## src/rtl/mem_bus_arbiter_pkg.sv

```systemverilog
// Shared types for the data-memory port arbiter.
// FSM state encoding, grant codes and a grant decode helper.
package mem_bus_arbiter_pkg;

    typedef enum logic [1:0] {
        ARB_IDLE = 2'd0,
        ARB_BUSY = 2'd1,
        ARB_RESP = 2'd2
    } arb_state_e;

    localparam logic [1:0] GNT_LD = 2'd0;
    localparam logic [1:0] GNT_EX = 2'd1;
    localparam logic [1:0] GNT_IF = 2'd2;

    // Bit order matches the requester vector: [0]=ld, [1]=ex, [2]=if
    function automatic logic [2:0] gnt_onehot(input logic [1:0] gnt);
        logic [2:0] v;
        v = 3'b000;
        case (gnt)
            GNT_LD:  v = 3'b001;
            GNT_EX:  v = 3'b010;
            GNT_IF:  v = 3'b100;
            default: v = 3'b000;
        endcase
        return v;
    endfunction

endpackage

```

## src/rtl/arb_prio_enc.sv

```systemverilog
// Fixed-priority 3-to-2 encoder: ld > ex > if.
// Request vector order is [0]=ld, [1]=ex, [2]=if.
module arb_prio_enc
    import mem_bus_arbiter_pkg::*;
(
    input  logic [2:0] i_req,
    output logic [1:0] o_gnt,
    output logic       o_valid
);

    always_comb begin
        o_valid = |i_req;
        o_gnt   = GNT_LD;
        if (i_req[0]) begin
            o_gnt = GNT_LD;
        end else if (i_req[1]) begin
            o_gnt = GNT_EX;
        end else if (i_req[2]) begin
            o_gnt = GNT_IF;
        end
    end

endmodule

```

## src/rtl/mem_bus_arbiter.sv

```systemverilog
// Shares the data-memory port between loader, execute and fetch.
// One latched command in flight; every access bounded by a timeout.
module mem_bus_arbiter
    import mem_bus_arbiter_pkg::*;
#(
    parameter int ADDR_W  = 32,
    parameter int DATA_W  = 32,
    parameter int TIMEOUT = 16
) (
    input  logic              clk,
    input  logic              rst,

    input  logic              mld_req_i,
    input  logic              mld_we_i,
    input  logic [3:0]        mld_sel_i,
    input  logic [ADDR_W-1:0] mld_addr_i,
    input  logic [DATA_W-1:0] mld_wdata_i,
    output logic [DATA_W-1:0] mld_rdata_o,
    output logic              mld_ack_o,

    input  logic              mex_req_i,
    input  logic              mex_we_i,
    input  logic [3:0]        mex_sel_i,
    input  logic [ADDR_W-1:0] mex_addr_i,
    input  logic [DATA_W-1:0] mex_wdata_i,
    output logic [DATA_W-1:0] mex_rdata_o,
    output logic              mex_ack_o,

    input  logic              mif_req_i,
    input  logic              mif_we_i,
    input  logic [3:0]        mif_sel_i,
    input  logic [ADDR_W-1:0] mif_addr_i,
    input  logic [DATA_W-1:0] mif_wdata_i,
    output logic [DATA_W-1:0] mif_rdata_o,
    output logic              mif_ack_o,

    output logic              s_req_o,
    output logic              s_we_o,
    output logic [3:0]        s_sel_o,
    output logic [ADDR_W-1:0] s_addr_o,
    output logic [DATA_W-1:0] s_wdata_o,
    input  logic [DATA_W-1:0] s_rdata_i,
    input  logic              s_ack_i,

    output logic              hold_flag_o,
    output logic              bus_err_o
);

    localparam int CNT_W = (TIMEOUT > 2) ? $clog2(TIMEOUT) : 1;
    localparam logic [CNT_W-1:0] CNT_LAST = CNT_W'(TIMEOUT - 1);

    arb_state_e        r_state;
    logic [1:0]        r_gnt;
    logic              r_sreq;
    logic              r_we;
    logic [3:0]        r_sel;
    logic [ADDR_W-1:0] r_addr;
    logic [DATA_W-1:0] r_wdata;
    logic [DATA_W-1:0] r_rdata;
    logic [2:0]        r_ack;
    logic              r_berr;
    logic [CNT_W-1:0]  r_cnt;

    logic [1:0]        w_gnt;
    logic              w_valid;
    logic              w_we;
    logic [3:0]        w_sel;
    logic [ADDR_W-1:0] w_addr;
    logic [DATA_W-1:0] w_wdata;

    arb_prio_enc u_prio (
        .i_req   ({mif_req_i, mex_req_i, mld_req_i}),
        .o_gnt   (w_gnt),
        .o_valid (w_valid)
    );

    always_comb begin
        w_we    = mld_we_i;
        w_sel   = mld_sel_i;
        w_addr  = mld_addr_i;
        w_wdata = mld_wdata_i;
        case (w_gnt)
            GNT_EX: begin
                w_we    = mex_we_i;
                w_sel   = mex_sel_i;
                w_addr  = mex_addr_i;
                w_wdata = mex_wdata_i;
            end
            GNT_IF: begin
                w_we    = mif_we_i;
                w_sel   = mif_sel_i;
                w_addr  = mif_addr_i;
                w_wdata = mif_wdata_i;
            end
            default: ;
        endcase
    end

    always_ff @(posedge clk) begin
        if (rst) begin
            r_state <= ARB_IDLE;
            r_gnt   <= GNT_LD;
            r_sreq  <= 1'b0;
            r_we    <= 1'b0;
            r_sel   <= '0;
            r_addr  <= '0;
            r_wdata <= '0;
            r_rdata <= '0;
            r_ack   <= '0;
            r_berr  <= 1'b0;
            r_cnt   <= '0;
        end else begin
            case (r_state)
                ARB_IDLE: begin
                    if (w_valid) begin
                        r_gnt   <= w_gnt;
                        r_we    <= w_we;
                        r_sel   <= w_sel;
                        r_addr  <= w_addr;
                        r_wdata <= w_wdata;
                        r_cnt   <= '0;
                        r_sreq  <= 1'b1;
                        r_state <= ARB_BUSY;
                    end
                end
                ARB_BUSY: begin
                    if (s_ack_i) begin
                        // Writes return zero so stale bus data never leaks
                        r_rdata <= r_we ? '0 : s_rdata_i;
                        r_ack   <= gnt_onehot(r_gnt);
                        r_sreq  <= 1'b0;
                        r_state <= ARB_RESP;
                    end else if (r_cnt == CNT_LAST) begin
                        r_rdata <= '0;
                        r_ack   <= gnt_onehot(r_gnt);
                        r_berr  <= 1'b1;
                        r_sreq  <= 1'b0;
                        r_state <= ARB_RESP;
                    end else begin
                        r_cnt <= r_cnt + 1'b1;
                    end
                end
                ARB_RESP: begin
                    r_rdata <= '0;
                    r_ack   <= '0;
                    r_berr  <= 1'b0;
                    r_state <= ARB_IDLE;
                end
                default: begin
                    r_sreq  <= 1'b0;
                    r_ack   <= '0;
                    r_berr  <= 1'b0;
                    r_state <= ARB_IDLE;
                end
            endcase
        end
    end

    assign s_req_o   = r_sreq;
    assign s_we_o    = r_we;
    assign s_sel_o   = r_sel;
    assign s_addr_o  = r_addr;
    assign s_wdata_o = r_wdata;
    assign bus_err_o = r_berr;

    assign mld_ack_o = r_ack[0];
    assign mex_ack_o = r_ack[1];
    assign mif_ack_o = r_ack[2];

    assign mld_rdata_o = {DATA_W{r_ack[0]}} & r_rdata;
    assign mex_rdata_o = {DATA_W{r_ack[1]}} & r_rdata;
    assign mif_rdata_o = {DATA_W{r_ack[2]}} & r_rdata;

    // The loader never stalls the pipeline
    assign hold_flag_o = (mex_req_i & ~mex_ack_o)
                       | (mif_req_i & ~mif_ack_o);

endmodule

```

## config.mk

```make
export PLATFORM = sky130hd
export DESIGN_NAME = mem_bus_arbiter
export DESIGN_NICKNAME = d
export VERILOG_FILES = /design/src/rtl/mem_bus_arbiter_pkg.sv /design/src/rtl/arb_prio_enc.sv /design/src/rtl/mem_bus_arbiter.sv
export SDC_FILE = /design/constraint.sdc
export NUM_CORES = 1
export LEC_CHECK = 0
export ABC_AREA = 1
export BUFFER_PORTS_ARGS = -buffer_cell sky130_fd_sc_hd__buf_2
export CAP_MARGIN = 0
export CORE_AREA = 8 8 155 157
export DETAILED_ROUTE_END_ITERATION = 16
export DIE_AREA = 0 0 163 165
export HOLD_SLACK_MARGIN = 0.1
export PLACE_DENSITY = 0.61
export SLEW_MARGIN = 10
export SYNTH_ARGS = -nofsm -noshare
export SYNTH_HDL_FRONTEND = slang
export SYNTH_HIERARCHICAL = 1
export SYNTH_SLANG_ARGS = --single-unit
```

## constraint.sdc

```tcl
create_clock -name clk -period 2.2 [get_ports clk]
set_input_delay 0.11 -clock clk [delete_from_list [all_inputs] [get_ports clk]]
set_output_delay 0.11 -clock clk [all_outputs]
set_load 0.01 [all_outputs]
```

==> results by stage <==
Yosys:
- The average instance area after synthesis is about 6 um2.
- The area fraction in compound gates after synthesis is just over 20%.
- Synthesis inferred between 100 and 150 register bits.
- After synthesis, the largest area contributor takes up 36.5% of total cell area.
- The cell area after synthesis is 0.00626 mm2.
- Of the synthesized area, sequential elements account for 36.5%.
- The share of the synthesized netlist area taken by xor and xnor gates is 0%.
- After synthesis, the cell types taking the most area are dfxtp_1 36%, nand2_1 26%, a21oi_1 14%, inv_1 6.5%, o21ai_0 5.0%.
- The simple-gate share of the synthesized area is 30.7%.
- The netlist uses 24 different library cells.
- The net count after synthesis is 1,297.
- The dominant cell type by area after synthesis is dfxtp_1.
- The cell count after synthesis is 1,049.
- Of the total synthesized cell area, the portion taken by full adders, half adders and majority gates is less than 1%.
- The warning count from the yosys run is 6.
- The mux cell area share after synthesis is 0%.
- The main combinational cell family by area after synthesis is simple AND/OR/NAND/NOR gates.

GRT:
- The largest net degree at the start of global routing is 76.
- The global-route wire length before repair is approximately 45,000 um.
- The via count of the first global-routing pass is 8,842.
- The initial antenna violation count was 0.
- Across every metal layer, demand over resource in global routing totals about a fifth.
- Summed over all layers, the global routing overflow is 0.

Critical path:
- The data arrival time of the critical path is 2.38 ns.
- The required arrival time at the worst endpoint is between 2 and 3 ns.
- The critical path in this run is classified as in2reg.
- Walking the worst path, the cells encountered are buf_2 > inv_2 > nor2_1 > inv_1 > ha_2 > inv_2 > buf_4 > nand2_1 > a21oi_1 > dlygate4sd3_1.
- STA classifies the critical path endpoint as a flip-flop.
- The maximum net fanout on the critical path is 31.
- On the critical path, the stage with the largest delay is an instance of dlygate4sd3_1.
- The category of the worst setup path launch point is an input pin.
- Counting stages on the worst path, the most repeated cell is inv_2.
- The peak per-stage delay on the critical path is 0.59 ns.

Timing:
- The setup skew after layout is between 0.01 and 0.015 ns.
- The final-report max-slew violation count is 0.
- Adding up every negative setup slack in the final design gives 0 ns.
- Setup repair after global routing left no endpoint under its margin.
- The number of endpoints failing setup at the final stage is 0.
- Based on the critical path, the design can be clocked at up to 492 MHz.
- Dividing the final minimum period by the clock period gives 92.4%.
- Headroom to the max-slew limit came out at 71.5%.
- Subtracting the final worst setup slack from the clock period gives 2.03 ns.
- The hold violation total from the final report is 0.
- The transition time at the pin with the least slew margin is 0.427 ns.

Power and ir drop:
- Power spread over the standard cell area amounts to between 600 and 700 mW/mm2.
- The reported leakage power is around 6.2 nW.
- VDD sags by at most around 0.00045 V.

Detailed routing:
- For this block, the routed nets add up to 28,900 um of wire.
- The detail-routed via count per cell is 4.63.
- The post-route DRC violation count is 0.
- The remaining antenna violation count is 0.
- The total number of vias is 8,728.
- The number of DRC violations after detailed-routing iteration 0 is between 400 and 500.
- The average wire per cell in the routed design is 15.3 um.
- The first TritonRoute pass finished after 5 iterations.

CTS:
- The number of clock sinks is 114.
- Counting the buffers created by CTS gives 17.
- Counting along the longest clock path gives a buffer depth of 2.
- TritonCTS built the clock tree.
- The clock reaches the later pin of the worst-skew pair after 0.41 ns.
- The number of setup buffers added after CTS is 0.
- CTS built an H-tree with a depth of 4.
- Clock-pin slew was measured on the worst setup and hold paths at 0.06 ns.
- The root buffer cell chosen for the clock tree is clkbuf_16.

Final layout:
- Relative to the synthesized area, the layout overhead comes to 73.8%.
- 0 antenna diodes ended up in the layout.
- Measured on the finished design, the core utilization comes to between 50% and 60%.
- The fraction of final layout cells with drive strength greater than 1 is 29.8%.
- The final net count is 1,844.

Status:
- The flow ran to the end, and the final reports show no timing, DRC or antenna violations.

Die:
- The die is between 150 and 200 um tall.
- The horizontal die dimension is 163 um.
- For this design the top-level I/O count stands at 416.
- The starting density of the core is about 29%.
- The floorplan step defined a die boundary enclosing 0.0269 mm2.
- The core region is 0.0215 mm2.
- The cell row count is 54.

Placement:
- At the end of routability-driven placement, the weighted congestion stood at slightly above 0.8.
- The HPWL after detailed placement is ~21,000 um.
- The count of port buffers added during placement is 415.

Flow run:
- Max-cap violations in this run came to 0.

Min path:
- The path type of the worst min-delay path is in2reg.
-- placed cells by master (no fill, tap or decap), drive strengths merged --
cell / synthesis / routed
buf: 28 / 437
nand2: 428 / 428
a21oi: 179 / 179
dlygate4sd3: 0 / 170
dfxtp: 114 / 114
inv: 112 / 113
o21ai: 72 / 72
nand3: 43 / 43
clkbuf: 51 / 20
nor2: 11 / 11
clkinv: 1 / 6
nand4: 3 / 3
bufinv: 0 / 3
ha: 3 / 3
nor3: 2 / 2
o22ai: 1 / 1
and3: 1 / 1
clkinvlp: 0 / 1
-- cells by family (layout without fill, tap and decap cells) --
kind of cell / Yosys count / count (layout)
flip-flops: 114 / 114
AND/OR/NAND/NOR: 488 / 488
buffers and inverters: 192 / 750
AO/OA/AOI/OAI: 252 / 252
adder cells (fa/ha/maj): 3 / 3
-- cell usage after synthesis --
library cell    n
buf_2          20
nor3_1          1
and3_1          1
buf_4           2
o21ai_0        62
o21ai_1        10
ha_1            3
inv_2           4
nand2_1       427
buf_1           6
nor2_1          9
nand3_2         1
dfxtp_1       114
a21oi_1       179
nand3_1        42
clkinv_1        1
nor2_4          1
nor2_2          1
nand2_2         1
o22ai_1         1
nor3_2          1
nand4_1         3
clkbuf_1       51
inv_1         108
-- power by group --
| group | internal (W) | total, W | switching (W) |
|---|---|---|---|
| combinational | 0.000804 | 0.00169 | 0.000883 |
| clock | 0.00182 | 0.00279 | 0.000973 |
| sequential | 0.00227 | 0.00238 | 0.000116 |
-- critical path, delay by kind of cell --
kind                       cells  cell delay (ns)
and+or+nand+nor                2             0.27
AOI/OAI and AO/OA              1             0.17
adders and majority gates      1             0.32
buffers and inverters          6             1.50
-- final cells by class --
type	count	area (um2)
well taps	280	350
inverters	113	424
flip-flops and latches	114	2280
fillers	2192	10600
clock buffers	20	457
multi-input cells	743	3240
clock inverters	10	135
repair buffers	607	3990
-- stage by stage --
stage | total power, W | hold WS [ns] | instance area, um2 | cells | worst slack [ns]
3_3_place_gp | 0.00372 | 0.365 | 8580 | 1687 | 0.417
2_1_floorplan | 0.00309 | 0.257 | 6260 | 1049 | 0.712
3_5_place_dp | 0.00373 | 0.369 | 8580 | 1687 | 0.376
5_1_grt | 0.00721 | 0.146 | 10900 | 1887 | 0.0583
6_report | 0.00686 | 0.126 | 10900 | 1887 | 0.168
4_1_cts | 0.00691 | 0.107 | 10900 | 1887 | 0.157
-- path summary, 6_finish.rpt --
kind	cells past startpoint	slack, ns	end	startpoint
max	10	0.17	s_addr_o[28]$_SDFFE_PP0P_	mex_req_i
min	5	0.13	s_wdata_o[13]$_SDFFE_PP0P_	mif_wdata_i[13]
max reg2reg	7	0.22	s_addr_o[7]$_SDFFE_PP0P_	r_state[1]$_SDFFE_PP0P_
min reg2reg	2	0.46	r_ack[0]$_SDFFE_PP0P_	r_ack[0]$_SDFFE_PP0P_
-- state kept, by name, indices dropped and copies added, names as in the netlist, 2 cells and up --
register   flops
r_ack          3
r_cnt          4
r_gnt          2
r_rdata       32
r_state        2
s_addr_o      32
s_sel_o        4
s_wdata_o     32
-- per-layer routing --
metal / vias to the layer above / wire length (um) / track usage [%]
met5: - / 0 / 0
met4: 0 / 820 / 8.38
met3: 50 / 2290 / 5.33
met2: 396 / 14400 / 36.7
met1: 3897 / 11300 / 23.1
li1: 4385 / - / -
-- timing repair --
| item | in CTS | in global routing |
|---|---|---|
| setup endpoints to repair | 0 | 5 |
| hold endpoints to repair | 103 | 0 |
| hold buffers | 170 | 0 |
| gates resized for setup | 0 | 1 |
(Power assumes the default switching activity.)
